==> src/rtl/muldiv_ctrl.sv <==
// rtl/muldiv_ctrl.sv - HI/LO sequencing controller for external multiplier and divider units
module muldiv_ctrl #(
    parameter int TIMEOUT = 40
) (
    input  logic        clk,
    input  logic        reset,
    input  logic        req_valid,
    input  logic [1:0]  req_op,
    input  logic [31:0] req_a,
    input  logic [31:0] req_b,
    output logic        req_ready,
    input  logic        abort,
    output logic        mult_start,
    output logic        div_start,
    output logic [31:0] op_a,
    output logic [31:0] op_b,
    input  logic        mult_done,
    input  logic        div_done,
    input  logic [31:0] mult_hi,
    input  logic [31:0] mult_lo,
    input  logic [31:0] div_hi,
    input  logic [31:0] div_lo,
    output logic [31:0] hi,
    output logic [31:0] lo,
    output logic        busy,
    output logic        done,
    output logic        div0,
    output logic        timeout_err
);

    typedef enum logic [1:0] {
        IDLE     = 2'b00,
        MULT_RUN = 2'b01,
        DIV_RUN  = 2'b10
    } state_t;

    localparam logic [1:0] OP_MULT = 2'b00;
    localparam logic [1:0] OP_DIV  = 2'b01;
    localparam logic [1:0] OP_MTHI = 2'b10;
    localparam logic [5:0] WDOG_LAST = 6'(TIMEOUT - 1);

    state_t      state;
    state_t      state_next;
    logic [5:0]  wdog;
    logic        accept;
    logic        unit_done;
    logic [31:0] unit_hi;
    logic [31:0] unit_lo;
    logic        load_ops;
    logic        wdog_inc;
    logic [31:0] hi_next;
    logic [31:0] lo_next;
    logic        start_mult_next;
    logic        start_div_next;
    logic        done_next;
    logic        div0_next;
    logic        timeout_next;

    assign accept    = req_valid && (state == IDLE);
    assign req_ready = (state == IDLE);
    assign busy      = (state != IDLE);

    // Only the unit that is actually running may complete the operation.
    assign unit_done = (state == MULT_RUN) ? mult_done : div_done;
    assign unit_hi   = (state == MULT_RUN) ? mult_hi : div_hi;
    assign unit_lo   = (state == MULT_RUN) ? mult_lo : div_lo;

    always_ff @(posedge clk or posedge reset) begin
        if (reset) begin
            state <= IDLE;
        end else begin
            state <= state_next;
        end
    end

    always_comb begin
        state_next      = state;
        load_ops        = 1'b0;
        wdog_inc        = 1'b0;
        hi_next         = hi;
        lo_next         = lo;
        start_mult_next = 1'b0;
        start_div_next  = 1'b0;
        done_next       = 1'b0;
        div0_next       = 1'b0;
        timeout_next    = 1'b0;
        case (state)
            IDLE: begin
                if (accept) begin
                    case (req_op)
                        OP_MULT: begin
                            load_ops        = 1'b1;
                            start_mult_next = 1'b1;
                            state_next      = MULT_RUN;
                        end
                        OP_DIV: begin
                            // A zero divisor never reaches the divider.
                            if (req_b != 32'd0) begin
                                load_ops       = 1'b1;
                                start_div_next = 1'b1;
                                state_next     = DIV_RUN;
                            end else begin
                                div0_next = 1'b1;
                            end
                        end
                        OP_MTHI: begin
                            hi_next   = req_a;
                            done_next = 1'b1;
                        end
                        default: begin
                            lo_next   = req_a;
                            done_next = 1'b1;
                        end
                    endcase
                end
            end
            MULT_RUN, DIV_RUN: begin
                // Flush wins over completion and over the watchdog.
                if (abort) begin
                    state_next = IDLE;
                end else if (unit_done) begin
                    hi_next    = unit_hi;
                    lo_next    = unit_lo;
                    done_next  = 1'b1;
                    state_next = IDLE;
                end else if (wdog == WDOG_LAST) begin
                    timeout_next = 1'b1;
                    state_next   = IDLE;
                end else begin
                    wdog_inc = 1'b1;
                end
            end
            default: begin
                state_next = IDLE;
            end
        endcase
    end

    always_ff @(posedge clk or posedge reset) begin
        if (reset) begin
            op_a        <= 32'd0;
            op_b        <= 32'd0;
            hi          <= 32'd0;
            lo          <= 32'd0;
            wdog        <= 6'd0;
            mult_start  <= 1'b0;
            div_start   <= 1'b0;
            done        <= 1'b0;
            div0        <= 1'b0;
            timeout_err <= 1'b0;
        end else begin
            hi <= hi_next;
            lo <= lo_next;
            if (load_ops) begin
                op_a <= req_a;
                op_b <= req_b;
                wdog <= 6'd0;
            end else if (wdog_inc) begin
                wdog <= wdog + 6'd1;
            end
            mult_start  <= start_mult_next;
            div_start   <= start_div_next;
            done        <= done_next;
            div0        <= div0_next;
            timeout_err <= timeout_next;
        end
    end

endmodule

==> config.mk <==
export PLATFORM = sky130hd
export DESIGN_NAME = muldiv_ctrl
export DESIGN_NICKNAME = d
export VERILOG_FILES = /design/src/rtl/muldiv_ctrl.sv
export SDC_FILE = /design/constraint.sdc
export NUM_CORES = 1
export LEC_CHECK = 0
export CORE_MARGIN = 10
export CORE_UTILIZATION = 44
export CTS_CLUSTER_SIZE = 24
export DETAILED_ROUTE_END_ITERATION = 8
export GPL_ROUTABILITY_DRIVEN = 0
export MAX_ROUTING_LAYER = met4
export PLACE_DENSITY_LB_ADDON = 0.25
export SYNTH_ARGS = -nofsm -noshare
export SYNTH_HDL_FRONTEND = slang
export SYNTH_SLANG_ARGS = --single-unit
==> constraint.sdc <==
create_clock -name clk -period 8.3 [get_ports clk]
set_clock_uncertainty 0.05 [all_clocks]
set_input_delay 1.245 -clock clk [delete_from_list [all_inputs] [get_ports clk]]
set_output_delay 1.245 -clock clk [all_outputs]
set_load 0.1 [all_outputs]
After elaboration in Yosys (flattened, before gate mapping)

Index checks and enable logic that the tools add are counted.

Add/sub/neg operators: 1
Equality and inequality tests: 13
Mux-type cells: 49
Reductions and logical operators: 13

Operators by type and width:

| operator                                              | number |
|---|---|
| 2-to-1 mux 32 bit                                     | 10 |
| case mux 32 bit (2 select lines)                      | 2 |
| nonzero test 32 bit                                   | 1 |
| 2-to-1 mux 1 bit                                      | 26 |
| 2-to-1 mux 6 bit                                      | 2 |
| 2-to-1 mux 2 bit                                      | 5 |
| AND reduction 5 bit                                   | 2 |
| case mux 2 bit (2 select lines)                       | 2 |
| adder 6 x 1 -> 6 bit, second input constant           | 1 |
| == test 6 bit, second input constant                  | 1 |
| inequality test 2 bit, second input constant          | 3 |
| nonzero test 2 bit                                    | 3 |
| == test 2 x 1 -> 1 bit, second input constant         | 2 |
| == test 2 bit, second input constant                  | 2 |
| logical NOT 2 bit                                     | 2 |
| inequality test 2 x 1 -> 1 bit, second input constant | 2 |
| inequality test 4 bit, second input constant          | 1 |
| case mux 1 bit (2 select lines)                       | 2 |
| AND reduction 4 bit                                   | 1 |
| OR reduction 2 bit                                    | 2 |
| inequality test 3 x 1 -> 1 bit, second input constant | 1 |
| inequality test 3 bit, second input constant          | 1 |
| OR reduction 3 bit                                    | 1 |
| logical AND 1 bit                                     | 1 |

Output and inout bits: 135
Bits of input ports: 200
Register bits after elaboration: 141

Longest topological paths before layout

Gate-level depths: netlist of run 1.

Depth after elaboration: 7
Mapped depth: 8

Least setup slack after synthesis of run 1

No wires, ideal clock.

Path kind: reg2out
Start: register state[0]
End: output port busy
Slack: 4928 ps
Buffers on the path: 0
Cell stages (with the launch flop): 4
Data arrival time: 2077 ps
Cells stage by stage: dfrtp_1 -> inv_1 -> ha_1 -> inv_1

Longest elaborated chain between the ends: 1

RTL lines:

| item                   | line | text |
|---|---|---|
| from (decl)            | 42   | `state_t state;` |
| from (signal assigned) | 72   | `state <= state_next;` |
| nonzero test 2 bit     | 61   | `assign busy = (state != IDLE);` |
| to (decl)              | 25   | `output logic busy,` |

Every way passes these cells.

Final worst setup path of run 1

Start: input port req_b[25]
End: register op_a[14]

Longest elaborated chain between the ends: 5

RTL lines:

| item                            | line | text |
|---|---|---|
| from (decl)                     | 10   | `input logic [31:0] req_b,` |
| nonzero test 32 bit             | 98   | `if (req_b != 32'd0) begin` |
| 2-to-1 mux 1 bit                | 98   |  |
| case mux 1 bit (2 select lines) | 90   | `case (req_op)` |
| 2-to-1 mux 1 bit                | 89   | `if (accept) begin` |
| 2-to-1 mux 1 bit                | 87   | `case (state)` |
| to (signal assigned)            | 155  | `op_a <= req_a;` |
| to (decl)                       | 15   | `output logic [31:0] op_a,` |

Every way passes these cells.
A chain may end at the register's enable or synchronous reset.

==> impl_metrics.toml, run 1 <==
[floorplanning]
fp.dieArea_um2 = 21000
rows = 45
die_y_um = 145
die_x_um = 145
coreArea_um2 = 15300
ios = 335
start_util_pct = 45.1

[clocking]
post_cts_buffers = 0
cts_buffers = 17
htree_levels = 4
cts_num_sinks = 141
clockBufferDepth = 2
cts_root_buf = "clkbuf_16"
holdBufCountCts = 0
cts_tree = "yes"
clk_pin_slew_worst_paths_ns = 0.06
ctsResizeCount = 0
insertion_delay_ns = 0.41

[place]
numPortBuffers = 334
hpwl_um = 18100

[yosys]
ys_seq_area_share_pct = 51.3
ys_warn_count = 0
ys_ff_latch = 141
syn_avg_cell_area_um2 = 12.9
ys_types = 35
syn_area_um2 = 6880
syn_nets = 737
syn-instance-count = 533

[setup_path]
critPathRequiredTime_ns = 8.55
start_kind = "primary input"
cp_max_fo = 30
worstRegToRegCells = 6
end_kind = "flip-flop"
critical_path_class = "in -> reg"
arrival_ns = 4.30

[min_path]
whs_path_depth = 1
hp-class = "reg -> reg"

[sta]
rsz0062_at_grt = "false"
clock.fmax_mhz = 247
setup_violations = 0
worst_pin_slew_ns = 1.04
hold_viol_final = 0
timing.final.crit_share_pct = 48.8
period_needed_ns = 4.05
max-slew-margin-rel_pct = 30.2
drv_slew = 0
setup-tns-final_ns = 0

[global_route]
grt.busiest_layer = "met2"
grt_usage_pct = 22.3
use_met3_pct = 8.91
grt_pass1_wl_um = 35700
grt-ovfl-total = 0
met1_usage_pct = 21.7
use_met2_pct = 39.6
grt_pass1_vias = 6276
grt_antenna_before_repair = 1
grt_max_degree = 100

[route]
wl_per_cell_um = 21.6
vias = 5494
drt_iter0_drc = 198
drc = 0
drt_wl_total_um = 23400
via_per_inst = 5.07
dr.pass1.iters = 5
ant_nets = 0

[cells_and_area]
multi_input_area_um2 = 3180
areaGrowthSynthToFinish_pct = 60.1
fillers = 1071
nNetsFinal = 1063
final_layout_size_suffix_gt1_share_pct = 19.2
ff_latch_area_um2 = 3530

[job]
cap_violations = 0

[outcome]
status = "finished clean"
[flip-flops by register name (all words and copies together), names as in the netlist]
signal / flops
done: 1
hi: 32
mult_start: 1
op_b: 32
state: 2
div0: 1
timeout_err: 1
wdog: 6
div_start: 1
lo: 32
op_a: 32
[layout by cell type (no fill, tap or decap), types with 2 or more instances in the layout]
| cell | synthesis | routed |
|---|---|---|
| clkinvlp_4 | 0 | 4 |
| xnor2_1 | 2 | 2 |
| nor2b_1 | 6 | 6 |
| clkbuf_16 | 0 | 17 |
| clkinv_2 | 0 | 2 |
| nand4_1 | 5 | 5 |
| mux2_2 | 85 | 85 |
| a21oi_1 | 67 | 67 |
| and3_1 | 2 | 2 |
| mux2_1 | 3 | 3 |
| clkdlybuf4s50_1 | 0 | 334 |
| ha_4 | 0 | 2 |
| mux2i_1 | 66 | 66 |
| xor2_1 | 2 | 2 |
| bufinv_16 | 0 | 4 |
| dfrtp_1 | 141 | 141 |
| o21ai_0 | 3 | 3 |
| nor3_1 | 2 | 2 |
| inv_1 | 6 | 5 |
| nor2_1 | 36 | 36 |
| nand2_2 | 0 | 2 |
| buf_4 | 0 | 4 |
| nor4_1 | 8 | 8 |
| clkbuf_8 | 0 | 4 |
| and2_1 | 5 | 5 |
| nand2_1 | 5 | 3 |
| ha_1 | 4 | 2 |
| nand3_1 | 3 | 3 |
| mux2_4 | 40 | 40 |
[worst paths after layout]
kind                                           start                    to  slack (ns)
worst max-delay path                       req_b[25]  op_a[14]$_DFFE_PP0P_        4.25
max in group asynchronous                      reset  state[1]$_DFFE_PP0P_        5.53
min in group asynchronous                      reset  op_b[27]$_DFFE_PP0P_        1.24
worst min-delay path              lo[14]$_DFFE_PP0P_    lo[14]$_DFFE_PP0P_        0.45
worst min register to register    lo[14]$_DFFE_PP0P_    lo[14]$_DFFE_PP0P_        0.45
worst max register to register  state[1]$_DFFE_PP0P_     hi[6]$_DFFE_PP0P_        4.81
[per-layer routing]
| metal | routed length, um | part of all wire, % | up-vias |
|---|---|---|---|
| li1 | - | - | 2589 |
| met3 | 1910 | 8.1 | 25 |
| met2 | 12700 | 54 | 206 |
| met1 | 8450 | 36 | 2674 |
| met5 | 0 | 0 | - |
| met4 | 414 | 1.8 | 0 |
[layout make-up]
class | instances | area share [%]
clock inverters | 10 | 1.45
multi-input cells | 355 | 28.8
repair buffers | 338 | 30.6
well taps | 211 | 2.40
clock buffers | 22 | 4.40
flip-flops and latches | 141 | 32.0
inverters | 6 | 0.250
diodes | 1 | 0.0227
[per-stage QoR]
stage | util [%] | area, um2 | hold slack, ns | std cells | setup slack [ns]
6_report | 72.2 | 11000 | 0.455 | 1084 | 4.25
4_1_cts | 72.2 | 11000 | 0.456 | 1083 | 4.24
3_5_place_dp | 68.0 | 10400 | 0.440 | 1051 | 3.82
2_1_floorplan | - | 6880 | 0.489 | 533 | 3.22
3_3_place_gp | 68.0 | 10400 | 0.426 | 1051 | 3.87
5_1_grt | 72.2 | 11000 | 0.469 | 1084 | 4.04
[cell families (layout without fill, tap and decap cells)]
group / after synthesis / in the layout / synth area share [%]
AO/OA/AOI/OAI: 77 / 77 / 6.31
buffers and inverters: 37 / 376 / 3.00
AND/OR/NAND/NOR: 76 / 76 / 5.44
multiplexers: 194 / 194 / 32.7
XOR/XNOR: 4 / 4 / 0.509
flip-flops: 141 / 141 / 51.3
adder cells (fa/ha/maj): 4 / 4 / 0.727
other: 0 / 1 / 0
[cells in the mapped netlist]
cell | instances | area share, %
a21oi_1 | 67 | 4.9
a221o_1 | 1 | 0.15
a22oi_1 | 1 | 0.11
a41o_1 | 1 | 0.15
and2_1 | 5 | 0.45
and3_1 | 2 | 0.18
and3b_1 | 1 | 0.13
and4_1 | 1 | 0.13
buf_1 | 1 | 0.055
buf_2 | 12 | 0.87
buf_6 | 7 | 1.1
clkbuf_1 | 11 | 0.60
dfrtp_1 | 141 | 51
ha_1 | 4 | 0.73
inv_1 | 6 | 0.33
mux2_1 | 3 | 0.49
mux2_2 | 85 | 14
mux2_4 | 40 | 8.7
mux2i_1 | 66 | 9.6
nand2_1 | 5 | 0.27
nand2b_1 | 1 | 0.091
nand3_1 | 3 | 0.22
nand4_1 | 5 | 0.45
nor2_1 | 36 | 2.0
nor2b_1 | 6 | 0.55
nor3_1 | 2 | 0.15
nor4_1 | 8 | 0.73
o2111a_1 | 1 | 0.16
o211a_1 | 1 | 0.15
o21ai_0 | 3 | 0.22
o221ai_1 | 1 | 0.13
o311ai_4 | 1 | 0.38
or3b_2 | 1 | 0.13
xnor2_1 | 2 | 0.25
xor2_1 | 2 | 0.25
[critical path: stages]
cell and delay (ns):
clkdlybuf4s50_1 0.43, nor4_1 0.40, nand4_1 0.33, o311ai_4 0.91, buf_4 0.57, mux2_2 0.39
Power of run 1 is not shown: default switching activity piles up to over one toggle a cycle in this logic, so the estimate is an artifact.
==> run 2, diff against run 1 <==
Settings changed: CORE_UTILIZATION 44 to 41.
Clock period 8.3 ns to 4 ns, I/O delays scaled along.
==> impl_metrics.toml, run 2 (synthesis gave the netlist of run 1 again) <==
[outcome]
status = "finished clean"

[floorplanning]
rows = 47
die_y_um = 150
ios = 335
fp.dieArea_um2 = 22400
die_x_um = 150
start_util_pct = 41.6
coreArea_um2 = 16500

[route]
ant_nets = 0
dr.pass1.iters = 6
drt_iter0_drc = 277
wl_per_cell_um = 21.1
drc = 0
vias = 5520
via_per_inst = 5.05
drt_wl_total_um = 23000

[cells_and_area]
final_layout_size_suffix_gt1_share_pct = 19.2
layout_commonest_cell = "clkdlybuf4s50_1"
nNetsFinal = 1067
most-common-layout-cells = "clkdlybuf4s50_1 (334), dfrtp_1 (141), mux2_2 (85)"
areaGrowthSynthToFinish_pct = 59.2
fin_util_pct = 66.3
fin_cells = 1093

[setup_path]
slowest_delay_ns = 1.15
crit_path_cell_trace = "inv_1 -> ha_4 -> inv_1 -> clkdlybuf4s50_1"
start_kind = "flip-flop"
critPathRequiredTime_ns = 3.35
path_common_cell = "inv_1"
arrival_ns = 2.39
cp_max_fo = 8
cpMaxStageDelayCell = "clkdlybuf4s50_1"
critical_path_class = "reg -> out"
end_kind = "output port"

[sta]
rsz0062_at_grt = "false"
timing.final.crit_share_pct = 76.0
drv_slew = 0
period_needed_ns = 3.04
setup-tns-final_ns = 0
hold_viol_final = 0
setup_violations = 0
clock.fmax_mhz = 329
worst_pin_slew_ns = 1.05
max-slew-margin-rel_pct = 30.0

[global_route]
grt_pass1_vias = 6348
grt_max_degree = 142
grt_antenna_before_repair = 1
grt_pass1_wl_um = 35300
grt-ovfl-total = 0
grt_usage_pct = 20.8

[clocking]
clockBufferDepth = 2
insertion_delay_ns = 0.41
cts_buffers = 17
cts_tree = "yes"
holdBufCountCts = 0
ctsResizeCount = 0
cts_root_buf = "clkbuf_16"
cts_num_sinks = 141
clk_pin_slew_worst_paths_ns = 0.06
post_cts_buffers = 0
htree_levels = 4

[min_path]
hp-class = "reg -> reg"

[job]
cap_violations = 0

[place]
dpl.cell_count = 1064
numPortBuffers = 334
hpwl_um = 17900
-- run 2: path summary, 6_finish.rpt --
| kind | from | endpoint | slack [ns] | cells past startpoint |
|---|---|---|---|---|
| min in group asynchronous | reset | op_b[1]$_DFFE_PP0P_ | 0.74 | 3 |
| max in group asynchronous | reset | hi[13]$_DFFE_PP0P_ | 2.62 | 3 |
| setup reg to reg | state[1]$_DFFE_PP0P_ | lo[17]$_DFFE_PP0P_ | 1.11 | 7 |
| hold / removal | op_a[0]$_DFFE_PP0P_ | op_a[0]$_DFFE_PP0P_ | 0.44 | 1 |
| hold reg to reg | op_a[0]$_DFFE_PP0P_ | op_a[0]$_DFFE_PP0P_ | 0.44 | 1 |
| setup / recovery | state[0]$_DFFE_PP0P_ | busy | 0.96 | 4 |
-- run 2: critical path, delay by kind of cell, from the launching register on --
family,cells,cell delay [ns]
DFF,1,0.44
buffers and inverters,3,1.33
adders and majority gates,1,0.21
-- run 2: layout make-up --
cell class,count,area (um2)
Antenna cell,1,2.50
Sequential cell,141,3530
Timing Repair Buffer,342,3430
Inverter,6,26.3
Clock inverter,9,75.1
Clock buffer,19,443
Tap cell,220,275
Multi-Input combinational cell,355,3180
Fill cell,1222,5570
-- run 2: layer usage --
metal	wire, um	track usage [%]	vias to the layer above
met5	0	-	-
met4	505	7.41	0
met3	1600	6.34	36
met2	12400	37.0	190
met1	8490	21.2	2705
li1	-	-	2589
-- run 2: metrics by stage --
stage | setup slack [ns] | hold WS (ns) | cell area, um2
5_1_grt | 0.895 | 0.455 | 11000
4_1_cts | 0.953 | 0.444 | 11000
3_3_place_gp | 0.926 | 0.425 | 10400
2_1_floorplan | 1.27 | 0.489 | 6880
3_5_place_dp | 0.902 | 0.430 | 10400
6_report | 0.960 | 0.441 | 11000
Power of run 2 is left out for the same reason.
==> run 3, diff against run 2 <==
Clock period 4 ns to 3.2 ns, I/O delays scaled along.
==> impl_metrics.toml, run 3 (synthesis gave the netlist of run 1 again) <==
[clocking]
insertion_delay_ns = 0.41
cts_root_buf = "clkbuf_16"
clk_pin_slew_worst_paths_ns = 0.06
cts_buffers = 17
cts_num_sinks = 141
holdBufCountCts = 0
cts_tree = "yes"
clockBufferDepth = 2
post_cts_buffers = 0
htree_levels = 4
ctsResizeCount = 0

[sta]
setup_violations = 0
setup-tns-final_ns = 0
max-slew-margin-rel_pct = 61.4
worst_pin_slew_ns = 0.579
period_needed_ns = 2.66
rsz0062_at_grt = "false"
timing.final.crit_share_pct = 83.1
drv_slew = 0
hold_viol_final = 0
clock.fmax_mhz = 376

[floorplanning]
ios = 335
coreArea_um2 = 16500
die_y_um = 150
fp.dieArea_um2 = 22400
start_util_pct = 41.6
die_x_um = 150
rows = 47

[cells_and_area]
layout_commonest_cell = "clkdlybuf4s50_1"
final_layout_size_suffix_gt1_share_pct = 35.2
antenna_cells = 0
ff_latch_area_um2 = 3530
nNetsFinal = 1071
fillers = 1255
most-common-layout-cells = "clkdlybuf4s50_1 (199), buf_4 (143), dfrtp_1 (141)"
multi_input_area_um2 = 3180
areaGrowthSynthToFinish_pct = 55.8

[global_route]
grt_max_degree = 62
grt_pass1_wl_um = 34900
grt_pass1_vias = 6324
grt-ovfl-total = 0
grt_antenna_before_repair = 0
grt_usage_pct = 20.5

[setup_path]
critical_path_class = "reg -> reg"
cp_max_fo = 21
end_kind = "flip-flop"
start_kind = "flip-flop"
critPathRequiredTime_ns = 3.45
arrival_ns = 2.91

[route]
drt_iter0_drc = 261
dr.pass1.iters = 4
via_per_inst = 5.00
vias = 5501
wl_per_cell_um = 20.6
ant_nets = 0
drc = 0
drt_wl_total_um = 22700

[job]
cap_violations = 0

[outcome]
status = "finished clean"

[min_path]
hp-class = "in -> async"

[place]
hpwl_um = 17900
numPortBuffers = 334
run 3: metrics by stage:
stage                     util [%]  setup WS (ns)  area [um2]  cells  hold slack, ns
after floorplan                  -          0.575        6880    533           0.489
after global placement        61.4          0.256       10200   1068           0.431
after detailed placement      61.4          0.204       10200   1068           0.437
after CTS                     64.9          0.546       10700   1100           0.418
after global routing          64.9          0.400       10700   1100           0.461
final                         64.9          0.540       10700   1100           0.415
run 3: final timing paths:
path	startpoint	to	slack (ns)	depth (start not counted)
max in group asynchronous	reset	hi[30]$_DFFE_PP0P_	1.99	3
min in group clk	op_a[1]$_DFFE_PP0P_	op_a[1]$_DFFE_PP0P_	0.45	1
min reg2reg	op_a[1]$_DFFE_PP0P_	op_a[1]$_DFFE_PP0P_	0.45	1
min	reset	op_b[0]$_DFFE_PP0P_	0.42	2
max reg2reg	state[1]$_DFFE_PP0P_	lo[28]$_DFFE_PP0P_	0.54	8
max	state[1]$_DFFE_PP0P_	lo[28]$_DFFE_PP0P_	0.54	8
run 3: critical path: stages (launching register included):
cell and delay (ns):
dfrtp_1 0.38, inv_1 0.16, ha_4 0.27, mux2i_1 0.24
buf_4 0.19, o21ai_0 0.14, nand2_2 0.31, buf_4 0.39
mux2_2 0.38
run 3: per-layer routing:
metal	GRT usage (%)	vias up	wire length [um]
met5	-	-	0
met4	6.92	0	536
met3	5.77	33	1420
met2	36.6	195	12300
met1	21.1	2669	8420
li1	-	2604	-
run 3: area by class of cell:
cell class	count	area share (%)
timing repair buffer	346	29.3
clock inverter	14	1.33
clock buffer	18	4.00
inverter	6	0.245
sequential	141	32.9
tap	220	2.57
multi-input combinational	355	29.6
Power of run 3 is left out for the same reason.
